[src/rtl/scoreboard_pkg.sv]
// Shared constants for the scoreboard display path: active-low 7-segment
// patterns ({g,f,e,d,c,b,a}) and the digit-scan state encoding.
package scoreboard_pkg;

    typedef enum logic {
        BLANK = 1'b0,
        ON    = 1'b1
    } scan_state_e;

    localparam logic [6:0] SEG_0    = 7'b1000000;
    localparam logic [6:0] SEG_1    = 7'b1111001;
    localparam logic [6:0] SEG_2    = 7'b0100100;
    localparam logic [6:0] SEG_3    = 7'b0110000;
    localparam logic [6:0] SEG_4    = 7'b0011001;
    localparam logic [6:0] SEG_5    = 7'b0010010;
    localparam logic [6:0] SEG_6    = 7'b0000010;
    localparam logic [6:0] SEG_7    = 7'b1111000;
    localparam logic [6:0] SEG_8    = 7'b0000000;
    localparam logic [6:0] SEG_9    = 7'b0010000;
    localparam logic [6:0] SEG_DASH = 7'b0111111;
    localparam logic [6:0] SEG_OFF  = 7'b1111111;

endpackage

[src/rtl/bcd_to_seg7.sv]
// Combinational BCD to active-low 7-segment decoder; non-decimal codes
// (0xA..0xF) show a dash so corrupted scores are visible on the board.
module bcd_to_seg7
    import scoreboard_pkg::*;
(
    input  logic [3:0] bcd_i,
    output logic [6:0] seg_n_o
);

    always_comb begin
        case (bcd_i)
            4'd0:    seg_n_o = SEG_0;
            4'd1:    seg_n_o = SEG_1;
            4'd2:    seg_n_o = SEG_2;
            4'd3:    seg_n_o = SEG_3;
            4'd4:    seg_n_o = SEG_4;
            4'd5:    seg_n_o = SEG_5;
            4'd6:    seg_n_o = SEG_6;
            4'd7:    seg_n_o = SEG_7;
            4'd8:    seg_n_o = SEG_8;
            4'd9:    seg_n_o = SEG_9;
            default: seg_n_o = SEG_DASH;
        endcase
    end

endmodule

[src/rtl/seg7_display_driver.sv]
// Multiplexed common-anode 7-segment driver with frame-synchronous capture,
// inter-digit blanking and leading-zero suppression. Optional SEG_BLINK_EN.
module seg7_display_driver
    import scoreboard_pkg::*;
#(
    parameter int NUM_DIGITS     = 4,
    parameter int REFRESH_DIV    = 50000,
    parameter int BLANK_CYCLES   = 16,
    parameter int BLINK_DIV_LOG2 = 24
) (
    input  logic                      clk,
    input  logic                      reset,
    input  logic [4*NUM_DIGITS-1:0]   bcd_in,
    input  logic [NUM_DIGITS-1:0]     dp_in,
    input  logic                      load,
    input  logic                      lz_blank,
    input  logic                      blink,
    output logic [NUM_DIGITS-1:0]     an_n,
    output logic [6:0]                seg_n,
    output logic                      dp_n,
    output logic                      frame_tick
);

    localparam int CNT_W = (REFRESH_DIV > 1) ? $clog2(REFRESH_DIV) : 1;
    localparam int IDX_W = (NUM_DIGITS > 1) ? $clog2(NUM_DIGITS) : 1;

    localparam logic [CNT_W-1:0] CNT_LAST    = CNT_W'(REFRESH_DIV - 1);
    localparam logic [CNT_W-1:0] CNT_BLANK_E = CNT_W'(BLANK_CYCLES - 1);
    localparam logic [IDX_W-1:0] IDX_LAST    = IDX_W'(NUM_DIGITS - 1);

    logic [CNT_W-1:0]          cnt_q, cnt_d;
    logic [IDX_W-1:0]          idx_q, idx_d;
    scan_state_e               state_q;

    logic [4*NUM_DIGITS-1:0]   shadow_bcd_q;
    logic [NUM_DIGITS-1:0]     shadow_dp_q;
    logic [4*NUM_DIGITS-1:0]   act_bcd_q;
    logic [NUM_DIGITS-1:0]     act_dp_q;

    logic [NUM_DIGITS-1:0]     an_d;
    logic [6:0]                seg_d;
    logic                      dp_d;

    logic                      slot_end;
    logic                      frame_end;
    logic                      blink_off;
    logic [3:0]                act_digit [NUM_DIGITS];
    logic [3:0]                sel_bcd;
    logic [6:0]                dec_seg;
    logic [NUM_DIGITS-1:0]     suppress;
    logic                      higher_zero;

    for (genvar g = 0; g < NUM_DIGITS; g++) begin : g_digit
        assign act_digit[g] = act_bcd_q[4*g +: 4];
    end

    assign slot_end  = (cnt_q == CNT_LAST);
    assign frame_end = slot_end && (idx_q == IDX_LAST);
    assign cnt_d     = slot_end ? '0 : cnt_q + 1'b1;
    assign idx_d     = slot_end ? ((idx_q == IDX_LAST) ? '0 : idx_q + 1'b1) : idx_q;
    assign sel_bcd   = act_digit[idx_q];

    bcd_to_seg7 u_dec (
        .bcd_i   (sel_bcd),
        .seg_n_o (dec_seg)
    );

    // A digit is suppressed when it and every digit above it are zero; a lit
    // decimal point keeps that one digit visible.
    always_comb begin
        suppress    = '0;
        higher_zero = 1'b1;
        for (int i = NUM_DIGITS - 1; i > 0; i--) begin
            higher_zero = higher_zero & (act_digit[i] == 4'd0);
            suppress[i] = lz_blank & higher_zero & ~act_dp_q[i];
        end
    end

`ifdef SEG_BLINK_EN
    logic [BLINK_DIV_LOG2-1:0] blink_cnt_q;

    always_ff @(posedge clk or posedge reset) begin
        if (reset) begin
            blink_cnt_q <= '0;
        end else if (blink) begin
            blink_cnt_q <= blink_cnt_q + 1'b1;
        end else begin
            blink_cnt_q <= '0;
        end
    end

    assign blink_off = blink_cnt_q[BLINK_DIV_LOG2-1];
`else
    localparam int unused_blink_w = BLINK_DIV_LOG2;
    logic unused_blink;
    assign unused_blink = blink;
    assign blink_off    = 1'b0;
`endif

    always_comb begin
        an_d  = '1;
        seg_d = SEG_OFF;
        dp_d  = 1'b1;
        if (state_q == ON && !suppress[idx_q]) begin
            an_d[idx_q] = 1'b0;
            seg_d       = dec_seg;
            dp_d        = ~act_dp_q[idx_q];
        end
        if (blink_off) begin
            an_d = '1;
        end
    end

    // Scan FSM plus registered pin drivers; pins lag the scan state by one cycle.
    always_ff @(posedge clk or posedge reset) begin
        if (reset) begin
            cnt_q      <= '0;
            idx_q      <= '0;
            state_q    <= BLANK;
            an_n       <= '1;
            seg_n      <= SEG_OFF;
            dp_n       <= 1'b1;
            frame_tick <= 1'b0;
        end else begin
            cnt_q <= cnt_d;
            idx_q <= idx_d;
            case (state_q)
                BLANK:   if (cnt_q == CNT_BLANK_E) state_q <= ON;
                ON:      if (slot_end)             state_q <= BLANK;
                default:                           state_q <= BLANK;
            endcase
            an_n       <= an_d;
            seg_n      <= seg_d;
            dp_n       <= dp_d;
            frame_tick <= frame_end;
        end
    end

    // Active digits only change at the frame boundary, so a frame never tears.
    always_ff @(posedge clk or posedge reset) begin
        if (reset) begin
            shadow_bcd_q <= '0;
            shadow_dp_q  <= '0;
            act_bcd_q    <= '0;
            act_dp_q     <= '0;
        end else begin
            if (load) begin
                shadow_bcd_q <= bcd_in;
                shadow_dp_q  <= dp_in;
            end
            if (frame_end) begin
                act_bcd_q <= load ? bcd_in : shadow_bcd_q;
                act_dp_q  <= load ? dp_in  : shadow_dp_q;
            end
        end
    end

endmodule

[config.mk]
export PLATFORM = sky130hd
export DESIGN_NAME = seg7_display_driver
export DESIGN_NICKNAME = d
export VERILOG_FILES = /design/src/rtl/scoreboard_pkg.sv /design/src/rtl/bcd_to_seg7.sv /design/src/rtl/seg7_display_driver.sv
export SDC_FILE = /design/constraint.sdc
export NUM_CORES = 1
export LEC_CHECK = 0
export BUFFER_PORTS_ARGS = -buffer_cell sky130_fd_sc_hd__buf_2
export CAP_MARGIN = 20
export CORE_MARGIN = 3
export CORE_UTILIZATION = 52
export DETAILED_ROUTE_END_ITERATION = 12
export GPL_TIMING_DRIVEN = 0
export PLACE_DENSITY = 0.75
export REMOVE_ABC_BUFFERS = 1
export SYNTH_ARGS = -nofsm -noshare
export SYNTH_HDL_FRONTEND = slang
export SYNTH_HIERARCHICAL = 1
export SYNTH_SLANG_ARGS = --single-unit
[constraint.sdc]
create_clock -name clk -period 2.2 [get_ports clk]
set_input_delay 0 -clock clk [delete_from_list [all_inputs] [get_ports clk]]
set_output_delay 0 -clock clk [all_outputs]
set_load 0.02 [all_outputs]
Word level (Yosys, flattened, before mapping)
Memory sizes are Yosys's and may differ from the RTL's.
Index checks and enable logic that the tools add are counted.
Cells by class
  $add $sub $neg: 2
  order comparisons: 3
  equality and inequality tests: 3
  mux-type cells: 19
  bitwise gates (word level): 15
  reductions and logical operators: 7
Operator list (number)
  $mux 16: 2
  $add 16x1->16 const B: 1
  $eq 16x16->1 const B: 1
  $eq 16x4->1 const B: 1
  $mux 4: 4
  $logic_not 4->1: 3
  $and 1x1->1: 8
  $bmux 4 s2: 1
  $mux 7: 1
  $mux 1: 6
  $not 1->1: 5
  $bmux 1 s2: 2
  $not 4->4: 1
  $ge 3x3->1 const B: 1
  $logic_and 1x1->1: 3
  $lt 2x3->1 const B: 1
  $not 2->3: 1
  $add 2x1->2 const B: 1
  $demux 1 s2: 1
  $eq 2x2->1 const B: 1
  $ge 2x1->1 const B: 1
  $mux 2: 1
  $pmux 1 s2: 1
  $logic_not 1->1: 1
Word-level totals
  flip-flop bits (word level): 72
  ROM bits: 112
  input bits: 25
  output and inout port bits: 13
  memories: 1
Memory list
  (name not given): words 16, bits a word 7, read ports 1, clocked after Yosys merged registers in 0, write ports 0, RTL line bcd_to_seg7.sv:11  | case (bcd_i)

Longest topological paths before layout
Gate-level depths: netlist (run 1).
  depth after elaboration: 10
  depth in mapped cells: 8

Modules after synthesis
Netlist (run 1), hierarchy kept.
Modules (own cells, without submodules)
  seg7_display_driver: instances 1, cells an instance 221, area an instance 3110.5 um2, seq. area each 1816.7 um2
  bcd_to_seg7: instances 1, cells an instance 33, area an instance 205.2 um2, seq. area each 0.0 um2

Worst setup path after synthesis (run 1)
OpenSTA, ideal clock, no wires.
  path kind: register -> register
  from: reg idx_q[0]
  to: reg seg_n[5]
  arrival time: 2.086 ns
  data required time: 2.107 ns
  setup slack: 0.021 ns
  stages on the path, launching flop included: 8
  clock period less this slack: 2.179 ns
  cell sequence: dfrtp_1 > clkbuf_1 > mux4_2 > ha_1 > or2b_1 > a21oi_1 > nor2_1 > nand3b_1
Between the ends
  cells in the longest elaborated chain, start to end: 6
Ends and longest elaborated chain
  start: declaration: RTL line seg7_display_driver.sv:32  | logic [IDX_W-1:0] idx_q, idx_d;
  start signal: assignment: RTL line seg7_display_driver.sv:126  | idx_q <= idx_d;
  $not 2->3 (not written as such): RTL line seg7_display_driver.sv:61  | assign sel_bcd = act_digit[idx_q];
  $bmux 4 s2: RTL line seg7_display_driver.sv:61
  $mux 4 (not written as such) (2 in series): RTL line seg7_display_driver.sv:61
  named net sel_bcd[0]: RTL line seg7_display_driver.sv:48  | logic [3:0] sel_bcd;
  $mem_v2 16x7
  named net dec_seg[5]: RTL line seg7_display_driver.sv:49  | logic [6:0] dec_seg;
  $mux 7: RTL line seg7_display_driver.sv:104  | if (state_q == ON && !suppress[idx_q]) begin
  named net seg_d[5]: RTL line seg7_display_driver.sv:41  | logic [6:0] seg_d;
  end signal: assignment: RTL line seg7_display_driver.sv:133  | seg_n <= seg_d;
  end: declaration: RTL line seg7_display_driver.sv:19  | output logic [6:0] seg_n,
The timed path passes the listed nets, and every way through them passes these cells. The select of a mux whose other input is x is not followed.
A chain may end at the register's enable or synchronous reset.

Worst setup path after layout (run 1)
  from: reg cnt_q[5]
  to: reg act_bcd_q[5]
Between the ends
  cells in the longest elaborated chain, start to end: 2
Ends and longest elaborated chain
  start: declaration: RTL line seg7_display_driver.sv:31  | logic [CNT_W-1:0] cnt_q, cnt_d;
  start signal: assignment: RTL line seg7_display_driver.sv:125  | cnt_q <= cnt_d;
  $eq 16x16->1: RTL line seg7_display_driver.sv:57  | assign slot_end = (cnt_q == CNT_LAST);
  $logic_and 1x1->1: RTL line seg7_display_driver.sv:58  | assign frame_end = slot_end && (idx_q == IDX_LAST);
  end signal: assignment: RTL line seg7_display_driver.sv:152  | act_bcd_q <= load ? bcd_in : shadow_bcd_q;
  end: declaration: RTL line seg7_display_driver.sv:37  | logic [4*NUM_DIGITS-1:0] act_bcd_q;
Every way passes these cells.

==> results.txt, run 1 <==
The max-slew violation count was 0. In the final design database the tool counted 350 nets. Dividing the detail-routed wire length by the instance count gives 16.4 µm. The length of the first detailed-routing pass in iterations came out at 4.

The library cell used as clock root buffer is clkbuf_8. By instance count, the leading cell after synthesis is dfrtp_1. The number of global-route vias before repair was 2,165. The remaining max-slew budget at the tightest pin came out at 43.8%. The synthesized netlist contains 36 unique library cells.

The average cell area after synthesis came out at 13.1 µm². The wire length after detailed routing is 6460 µm. The core region is 6060 µm². The nature of the critical path endpoint is a flop. Counting the fill cells in the layout gives 428. The area of the mapped netlist is 3320 µm². The clock tree from TritonCTS is built.

Sorting the synthesized cells by area gives the leading types as dfrtp_1, dfstp_2, mux2_4. The vertical die dimension is 85.9 µm. The leakage component of the power came out at 1.88 nW. In this run the most critical hold path is launched from load. The initial core utilization came out at 54.7%. The number of placement rows came out at 28. Summed over all layers, the global routing overflow is 0. The number of warnings issued by yosys came out at 6.

The layout cell share with drive strength beyond 1 is 40.3%. The number of flops mapped to enable cells by yosys came out at 0. For flop-to-flop paths, the worst setup slack is 0.07 ns. The die footprint is 7370 µm². The antenna violation net count after detailed routing came out at 0.

The flop and latch count out of synthesis came out at 72. The path class of the tightest hold or removal check is in -> reg. The worst slack at placement came out at -0.113 ns. The post-layout total power came out at 3.18 mW. The number of antenna violations at the first check in global routing is 0. The final standard cell utilization of the core is 67.8%.

Summed over all failing endpoints, the final setup total negative slack is 0 ns. The xor-xnor portion of the synthesized cell area is 3.43%. STA puts the critical path data required time at 2.43 ns. The run finished with clean final reports. The number of input and output port buffers inserted is 36. After clock tree synthesis, the clock-pin slew on the worst setup and hold paths is 0.08 ns.

For this run, design rule violations remaining after detail routing come to 0. The antenna diode count came out at 0. Global routing consumed, over all layers together, 18.9% of the routing resources. The sequential cell area came out at 1820 µm².

On the final layout, the worst clock skew is 0.00768 ns. Summing the areas of all compound-gate instances in the mapped netlist gives 2.30% of the synthesized area. The buffer levels on the longest clock path came out at 2. Measured along the x axis, the die boundary spans 85.9 µm. The H-tree depth came out at 3. The maximum fanout encountered on the critical timing path came out at 6. Along the worst hold path, the cell count comes to 2. The library cell occupying the most area in the post-synthesis netlist is dfrtp_1. The post-detailed-route via-to-cell ratio came out at 5.38. The source of the worst register-to-register timing path is cnt_q[5]$_DFF_PP0_. The insertion delay to the later sink of the worst-skew pair came out at 0.34 ns. The endpoint identified for the worst register-to-register timing path is act_bcd_q[5]$_DFFE_PP0P_.

The worst-case IR drop observed on VDD is 0.000463 V. The setup fix buffers added after clock tree synthesis came out at 0. The first global-routing pass estimated 10,600 µm of wire. The detailed-placement wirelength estimate is 3900 µm. The portion of synthesized area spent on multiplexers is 19.8%. The class of the most critical setup path is reg -> reg. The standard cell area after detailed placement came out at 3530 µm². The post-layout instance area came out at 4110 µm². After technology mapping, the gate count stands at 254. The total area of multi-input combinational cells is 1470 µm². The total via count after detailed routing is 2,127.

The data arrival time of the worst path came out at 2.36 ns. The maximum number of pins on one net before global-route repair came out at 73. The type of element launching the critical path is a flop. The power per cell area came out at 774 nW/µm². The final setup violation count is 0. Of the post-synthesis cell area, the dominant cell type holds 45.3%. The number of buffers added by the clock tree synthesis step is 9. Of the total synthesized cell area, the portion taken by full adders, half adders and majority gates is 3.77%. The clock sink count is 72. Counting cells, the worst reg-to-reg path comes to 4.

For hold timing, the worst endpoint is shadow_bcd_q[13]$_DFF_PP0_. The count of boundary I/O pins came out at 38. The main combinational cell family by area after synthesis is multiplexers. The period utilization came out at 96.9%. The total of max-cap violations came out at 0. Among all flip-flop cells after synthesis, the most frequent one is dfrtp_1. The final count of hold timing violations is 0. Sequential elements use 54.8% of the synthesized area. The routability-driven placement congestion ratio is 0.826. At the pin with the least slew margin, the transition time is 0.843 ns. The clock period minus final worst setup slack came out at 2.13 ns. Relative to the synthesized area, the layout overhead comes to 24.0%. The detailed router's first-iteration violation count came out at 91.

The share of synthesized flip-flops with an asynchronous set or reset came out at 100%. The share of synthesized cell area in and, or, nand and nor gates is 12.9%. The setup slack of the critical path after layout came out at 0.0676 ns. Timing would allow up to 469 MHz. Sorting the synthesized cells by how often they occur yields dfrtp_1, mux2_2, mux2_4.
[timing repair]
action,4_1_cts,5_1_grt
endpoints found under the hold margin,80,0
resized for setup,7,6
hold buffers,21,0
gates cloned,3,0
pin swaps,2,1
setup endpoints to repair,20,25
[flip-flops by register name (all words and copies together) (netlist names)]
name / cells
act_dp_q: 4
shadow_dp_q: 4
dp_n: 1
seg_n: 7
shadow_bcd_q: 16
state_q: 1
idx_q: 2
act_bcd_q: 16
an_n: 4
frame_tick: 1
cnt_q: 16
[worst max-delay path by stage]
| stage | start | to | cells after the start |
|---|---|---|---|
| floorplan | cnt_q[0]$_DFF_PP0_ | idx_q[0]$_DFFE_PP0N_ | 5 |
| global placement | cnt_q[0]$_DFF_PP0_ | idx_q[1]$_DFFE_PP0N_ | 5 |
| detailed placement | cnt_q[0]$_DFF_PP0_ | act_bcd_q[5]$_DFFE_PP0P_ | 5 |
| CTS | cnt_q[1]$_DFF_PP0_ | act_bcd_q[0]$_DFFE_PP0P_ | 5 |
| global route | cnt_q[5]$_DFF_PP0_ | act_bcd_q[5]$_DFFE_PP0P_ | 4 |
| finish | cnt_q[5]$_DFF_PP0_ | act_bcd_q[5]$_DFFE_PP0P_ | 4 |
[worst max-delay path, stage by stage (launching register included)]
cell and delay (ns):
dfrtp_1 0.45, nor4_2 0.41, nand3_4 0.18, or4_4 0.65
mux2_4 0.33
[power by group]
part           leakage (nW)  total (mW)  switching [mW]  internal [mW]
Clock                 0.144        1.50           0.516          0.987
Combinational         0.860       0.251           0.117          0.134
Sequential            0.874        1.43          0.0294           1.40
[cell usage in the layout, fill, tap and decap left out, types with 2 or more instances in the layout]
cell type	netlist	layout
dfrtp_1	60	57
buf_2	1	36
inv_1	9	8
dfrtp_2	0	3
clkbuf_8	0	9
mux2_2	23	23
a21oi_1	4	4
nand2_1	13	13
xor2_1	6	6
ha_1	10	9
nand3_1	10	9
nor3_1	4	3
nor4_1	5	4
nand4_1	8	8
nand3b_1	7	7
xnor2_1	7	7
nand2b_1	2	2
o21ai_0	6	6
dfstp_2	12	12
bufinv_16	0	5
clkinv_4	0	2
dlygate4sd3_1	0	21
nor2_1	18	18
mux4_2	5	5
or4_4	1	4
mux2_4	19	19
[area by class of cell]
type	count	share of cell area, %
repair buffers	58	9.68
clock buffers	9	3.01
well taps	75	2.28
multi-input cells	165	35.8
inverters	9	0.883
flip-flops and latches	72	44.3
clock inverters	7	4.08
[per-layer routing]
metal / global-route usage, % / vias to the layer above / wire length [µm]
met2: 28.5 / 41 / 2970
met3: 4.23 / 11 / 243
met4: 8.06 / 0 / 94
met1: 26.6 / 1053 / 3150
li1: - / 1022 / -
met5: 0 / - / 0
[stage by stage]
stage	cells	hold WS, ns
6_report	395	0.234
5_1_grt	395	0.240
3_5_place_dp	355	0.236
2_1_floorplan	243	0.165
3_3_place_gp	354	0.254
4_1_cts	395	0.223
[cells by family (layout without fill, tap and decap cells)]
kind of cell	count (synthesis)	count (layout)
AOI/OAI and AO/OA	13	13
xor gates and xnor gates	13	13
adders and majority gates	10	10
buffers and inverters	20	83
DFF	72	72
muxes	47	47
and+or+nand+nor	79	82
No activity file was read; power rests on OpenSTA's default activity.
==> run 2: changes to the inputs <==
- CELL_PAD_IN_SITES_DETAIL_PLACEMENT: not set -> 0
- CELL_PAD_IN_SITES_GLOBAL_PLACEMENT: not set -> 1
- CORE_UTILIZATION: 52 -> 43
- PLACE_DENSITY: 0.75 -> 0.76
- SETUP_SLACK_MARGIN: not set -> 0.5
==> results.txt, run 2 (synthesis results as in run 1) <==
The buffer levels on the longest clock path is 2 (unchanged). The count of boundary I/O pins came to 38 (unchanged). The class of the most critical setup path was reg -> reg (unchanged). The initial core utilization came out at 45.0% (was 54.7%). The total track usage is 17.1% (was 18.9%).

The area growth from synthesis to layout is 31.7% (was 24.0%). The final count of hold timing violations is 0 (unchanged). The period utilization is 91.9% (was 96.9%). The worst slack at placement is -0.291 ns (was -0.113 ns). The total global routing overflow came to 0 (unchanged).

The post-route DRC violation count was 0 (unchanged). The insertion delay to the later sink of the worst-skew pair is 0.34 ns (about the same). The maximum fanout encountered on the critical timing path came out at 5 (was 6). The transition time at the pin with the least slew margin is 0.867 ns (was 0.843 ns).

The highest clock frequency the design can meet is 495 MHz (was 469 MHz). The leakage component of the power came out at 1.99 nW (was 1.88 nW). The total of max-cap violations came out at 0 (unchanged). The clock sink count came out at 72 (unchanged). The wire length of the first global-routing pass is 11,700 µm (was 10,600 µm).

The H-tree depth came to 3 (unchanged). The detailed-placement wirelength estimate came out at 3960 µm (was 3900 µm). The worst hold slack is 0.238 ns (was 0.234 ns).

The number of global-route vias before repair is 2,355 (was 2,165). The data arrival time of the worst path came out at 2.24 ns (was 2.36 ns). The maximum number of pins on one net before global-route repair is 73 (unchanged). The detailed router's first-iteration violation count came out at 109 (was 91). The number of placement rows is 31 (was 28). The total via count after detailed routing is 2,322 (was 2,127). The maximum vdd ir drop came to 0.000416 V (was 0.000463 V).

The average wire length per cell after detail routing was 15.7 µm (was 16.4 µm). The wire length after detailed routing came out at 6980 µm (was 6460 µm). The remaining max-slew budget at the tightest pin is 42.2% (was 43.8%). The layout cell share with drive strength beyond 1 came out at 49.7% (was 40.3%).

The final-stage net count came out at 376 (was 350). The post-layout total power is 2.63 mW (was 3.18 mW). The die footprint is 8800 µm² (was 7370 µm²).

The length of the first detailed-routing pass in iterations is 4 (unchanged). Most used cells in the layout excluding fill and tap cells: dfrtp_1, buf_2, mux2_2 (unchanged). The worst-case clock skew is 0.0105 ns (was 0.00768 ns). The final standard cell utilization of the core came out at 59.2% (was 67.8%).

The clock tree from TritonCTS is built (unchanged). The class of the tightest hold or removal check is in -> reg (unchanged). The post-CTS clock slew at the launch and capture registers of the worst setup and hold paths is 0.08 ns (about the same).

Status: finished clean (unchanged). The library cell used as clock root buffer was clkbuf_8 (unchanged). The final setup violation count came out at 0 (unchanged). The nature of the critical path endpoint is a flop (unchanged).

The number of input and output port buffers inserted is 36 (unchanged). The post-detailed-route via-to-cell ratio is 5.22 (was 5.38). The antenna diode count is 0 (unchanged). The vertical die dimension came out at 93.8 µm (was 85.9 µm). The type of element launching the critical path was a flop (unchanged). The number of buffers added by the clock tree synthesis step is 9 (unchanged). The antenna violation net count after detailed routing came out at 0 (unchanged).

The power per cell area is 603 nW/µm² (was 774 nW/µm²). The number of antenna violations at the first check in global routing came out at 0 (unchanged). Setup repair after global routing could not meet its margin everywhere.

The required time of the critical path is 2.42 ns (was 2.43 ns). The critical path's largest stage delay came out at 0.65 ns (about the same). The routability-driven placement congestion ratio is 0.878 (was 0.826). The commonest non-fill, non-tap cell in the layout is dfrtp_1 (unchanged). The number of fill cells was 596 (was 428). The max-slew violation count came out at 0 (unchanged). Regs by FF count: act_bcd_q x16, cnt_q x16, shadow_bcd_q x16 (unchanged). The area inside the core boundary came out at 7370 µm² (was 6060 µm²). The library cell contributing the largest single delay on the critical path was or4_4 (unchanged). The die boundary width came out at 93.8 µm (was 85.9 µm).

The setup slack of the critical path after layout is 0.179 ns (was 0.0676 ns). The clock period minus final worst setup slack is 2.02 ns (was 2.13 ns). Cells along the critical path: nor4_4 > nand3_4 > or4_4 > mux2_4 (was nor4_2 > nand3_4 > or4_4 > mux2_4).
## run 2: changes by cell type in the layout (fill, tap and decap cells not counted), moves of 3 or more
cell	before	now
buf_4	1	21
ha_4	1	5
buf_6	0	6
nand2_1	13	10
ha_1	9	5
inv_1	8	5
o21ai_0	6	2
clkinv_2	0	4
bufinv_16	5	0
## run 2: final timing paths
path                                           from                    endpoint  slack [ns]  cells past startpoint
setup reg to reg                 cnt_q[5]$_DFF_PP0_    act_bcd_q[4]$_DFFE_PP0P_        0.18                      4
min in group asynchronous                     reset        frame_tick$_DFF_PP0_        0.39                      3
max in group asynchronous                     reset        idx_q[1]$_DFFE_PP0N_        1.20                      3
hold / removal                                 load  shadow_bcd_q[15]$_DFF_PP0_        0.24                      2
setup / recovery                 cnt_q[5]$_DFF_PP0_    act_bcd_q[4]$_DFFE_PP0P_        0.18                      4
hold reg to reg            shadow_dp_q[0]$_DFF_PP0_    shadow_dp_q[0]$_DFF_PP0_        0.50                      1
## run 2: per-layer routing
| layer | wire (µm) | global-route usage [%] |
|---|---|---|
| met1 | 3240 | 24.0 |
| met2 | 3300 | 26.4 |
| met3 | 301 | 2.64 |
| met4 | 141 | 7.34 |
| met5 | 0 | 0 |
## run 2: critical path, delay by kind of cell, from the launching register on
kind,cells,cell delay (ns)
flops,1,0.44
simple gates,3,1.14
mux,1,0.32
## run 2: timing repair
item | CTS | global route
setup buffers | 16 | 10
hold endpoints to repair | 80 | 0
hold buffers | 21 | 0
endpoints found under the setup margin | 40 | 35
resized for setup | 44 | 7
pin swaps | 16 | 8
cloned | 3 | 0
## run 2: power by group
group / internal (mW) / leakage, nW / switching (mW)
Combinational: 0.152 / 1.03 / 0.134
Sequential: 1.40 / 0.872 / 0.0284
Clock: 0.434 / 0.0899 / 0.483
Total: 1.99 / 1.99 / 0.645
## run 2: cell type report
| class | count | area (µm²) | share of cell area [%] |
|---|---|---|---|
| sequential | 72 | 1820 | 41.7 |
| multi-input combinational | 165 | 1600 | 36.6 |
| timing repair buffer | 84 | 616 | 14.1 |
| clock buffer | 12 | 145 | 3.32 |
| tap | 99 | 124 | 2.84 |
| inverter | 9 | 41.3 | 0.946 |
| clock inverter | 4 | 20.0 | 0.459 |
## run 2: per-stage QoR
stage | cells | instance area [µm²] | TNS, ns
2_1_floorplan | 243 | 3250 | 0
3_3_place_gp | 378 | 3550 | -31.65
3_5_place_dp | 379 | 3560 | -3.39
4_1_cts | 435 | 4260 | 0
5_1_grt | 445 | 4370 | 0
6_report | 445 | 4370 | 0
==> run 3: changes to the inputs <==
- RECOVER_POWER: not set -> 25
==> results.txt, run 3 (synthesis results as in run 1) <==
The non-filler instance count after layout is 445 (unchanged). The wire length after detailed routing is 6980 µm (about the same). The max-slew violation count came out at 0 (unchanged).

The number of buffers added by the clock tree synthesis step came out at 9 (unchanged). The number of placement rows is 31 (unchanged). The worst slack at placement was -0.291 ns (unchanged). The post-route DRC violation count came to 0 (unchanged). The post-layout instance area came out at 4340 µm² (was 4370 µm²).

The leakage component of the power was 1.97 nW (was 1.99 nW). The required time of the critical path is 2.42 ns (about the same). The die boundary width was 93.8 µm (unchanged). The antenna violation net count after detailed routing came out at 0 (unchanged). The initial core utilization came out at 45.0% (unchanged). The worst hold slack is 0.239 ns (was 0.238 ns). The worst-case clock skew is 0.0114 ns (was 0.0105 ns).

The nature of the critical path endpoint is a flop (unchanged). The transition time at the pin with the least slew margin came out at 1.45 ns (was 0.867 ns). The vertical die dimension came out at 93.8 µm (unchanged). The final setup TNS is 0 ns (unchanged). The wire length of the first global-routing pass came out at 11,700 µm (unchanged).

Status: finished clean (unchanged). The layout cell share with drive strength beyond 1 came out at 45.7% (was 49.7%). The number of global-route vias before repair is 2,355 (unchanged).

The type of element launching the critical path is a flop (unchanged). The total via count after detailed routing was 2,310 (was 2,322). The final setup violation count came out at 0 (unchanged). The count of boundary I/O pins came out at 38 (unchanged).

The remaining max-slew budget at the tightest pin is 2.88% (was 42.2%). Most used cells in the layout excluding fill and tap cells: dfrtp_1, buf_2, dlygate4sd3_1, buf_4, mux2_4 (was dfrtp_1, buf_2, mux2_2). The final count of hold timing violations came out at 0 (unchanged).

The area growth from synthesis to layout is 30.9% (was 31.7%). The clock sink count came out at 72 (unchanged). The setup slack of the critical path after layout is 0.174 ns (was 0.179 ns). The maximum number of pins on one net before global-route repair is 73 (unchanged). Regs by FF count: act_bcd_q x16, cnt_q x16, shadow_bcd_q x16 (unchanged). The post-CTS clock slew at the launch and capture registers of the worst setup and hold paths came to 0.08 ns (about the same). The detailed-placement wirelength estimate is 3960 µm (unchanged). The H-tree depth is 3 (unchanged). The total of max-cap violations is 0 (unchanged). Cells along the critical path: nor4_4 > nand3_4 > or4_4 > mux2_4 (unchanged). The buffer levels on the longest clock path is 2 (unchanged). The number of cells after detailed placement is 379 (unchanged). The insertion delay to the later sink of the worst-skew pair was 0.34 ns (about the same). The total global routing overflow came out at 0 (unchanged). The clock period minus final worst setup slack is 2.03 ns (was 2.02 ns). The library cell used as clock root buffer is clkbuf_8 (unchanged). The clock tree from TritonCTS is built (unchanged). The class of the most critical setup path was reg -> reg (unchanged). The area inside the core boundary is 7370 µm² (unchanged). The total area of multi-input combinational cells is 1590 µm² (was 1600 µm²). The routability-driven placement congestion ratio came out at 0.878 (unchanged). The standard cell area after detailed placement is 3560 µm² (unchanged). The period utilization was 92.1% (was 91.9%). The critical path's largest stage delay is 0.65 ns (about the same).

The commonest non-fill, non-tap cell in the layout was dfrtp_1 (unchanged). The average wire length per cell after detail routing came out at 15.7 µm (about the same). The number of antenna violations at the first check in global routing is 0 (unchanged).

The highest clock frequency the design can meet is 494 MHz (was 495 MHz). The length of the first detailed-routing pass in iterations came out at 4 (unchanged). The post-detailed-route via-to-cell ratio is 5.19 (was 5.22). The maximum fanout encountered on the critical timing path is 5 (unchanged). The library cell contributing the largest single delay on the critical path is or4_4 (unchanged). The number of input and output port buffers inserted came out at 36 (unchanged).

The post-layout total power is 2.62 mW (was 2.63 mW). The maximum vdd ir drop is 0.000414 V (was 0.000416 V). The antenna diode count came out at 0 (unchanged).

The data arrival time of the worst path was 2.24 ns (about the same). The detailed router's first-iteration violation count is 137 (was 109). The final-stage net count was 376 (unchanged). Setup repair after global routing missed its margin: true (unchanged). The total track usage came out at 17.1% (unchanged).

The power per cell area is 605 nW/µm² (was 603 nW/µm²). The die footprint is 8800 µm² (unchanged). The sequential cell area came out at 1820 µm² (unchanged). The final standard cell utilization of the core was 58.9% (was 59.2%). The number of fill cells is 602 (was 596). The class of the tightest hold or removal check is in -> reg (unchanged).
-- run 3: worst max-delay path, delay by kind of cell (launching register included) --
family,cells,cell delay (ns)
flops,1,0.44
mux,1,0.32
simple gates,3,1.14
-- run 3: final cells by class --
type / count / share of cell area [%]
inverter: 9 / 0.893
timing repair buffer: 84 / 14.0
multi-input combinational: 165 / 36.5
clock buffer: 12 / 3.34
sequential: 72 / 42.0
clock inverter: 4 / 0.461
tap: 99 / 2.85
-- run 3: final timing paths --
kind                                           startpoint                         end  slack [ns]  depth (start not counted)
worst max-delay path                   cnt_q[5]$_DFF_PP0_    act_bcd_q[4]$_DFFE_PP0P_        0.17                          4
worst min-delay path                                 load  shadow_bcd_q[15]$_DFF_PP0_        0.24                          2
worst max register to register         cnt_q[5]$_DFF_PP0_    act_bcd_q[4]$_DFFE_PP0P_        0.17                          4
worst min register to register  shadow_bcd_q[7]$_DFF_PP0_   shadow_bcd_q[7]$_DFF_PP0_        0.50                          1
max in group asynchronous                           reset        idx_q[1]$_DFFE_PP0N_        0.60                          3
min in group asynchronous                           reset          cnt_q[7]$_DFF_PP0_        0.62                          3
-- run 3: power breakdown --
part / switching, mW / internal [mW]
sequential: 0.0285 / 1.40
clock: 0.482 / 0.434
combinational: 0.133 / 0.146
-- run 3: timing repair --
item,CTS,global route
cloned,3,0
hold buffers,21,0
endpoints found under the setup margin,40,35
buffers inserted,16,10
gates resized for setup,44,7
pin swaps,16,8
hold endpoints to repair,80,0
-- run 3: layer usage --
metal / share of wire, % / wire, µm / global-route usage, %
met2: 48 / 3340 / 26.4
met3: 4.1 / 289 / 2.64
met5: 0 / 0 / 0
met1: 46 / 3230 / 24.0
met4: 1.6 / 111 / 7.34
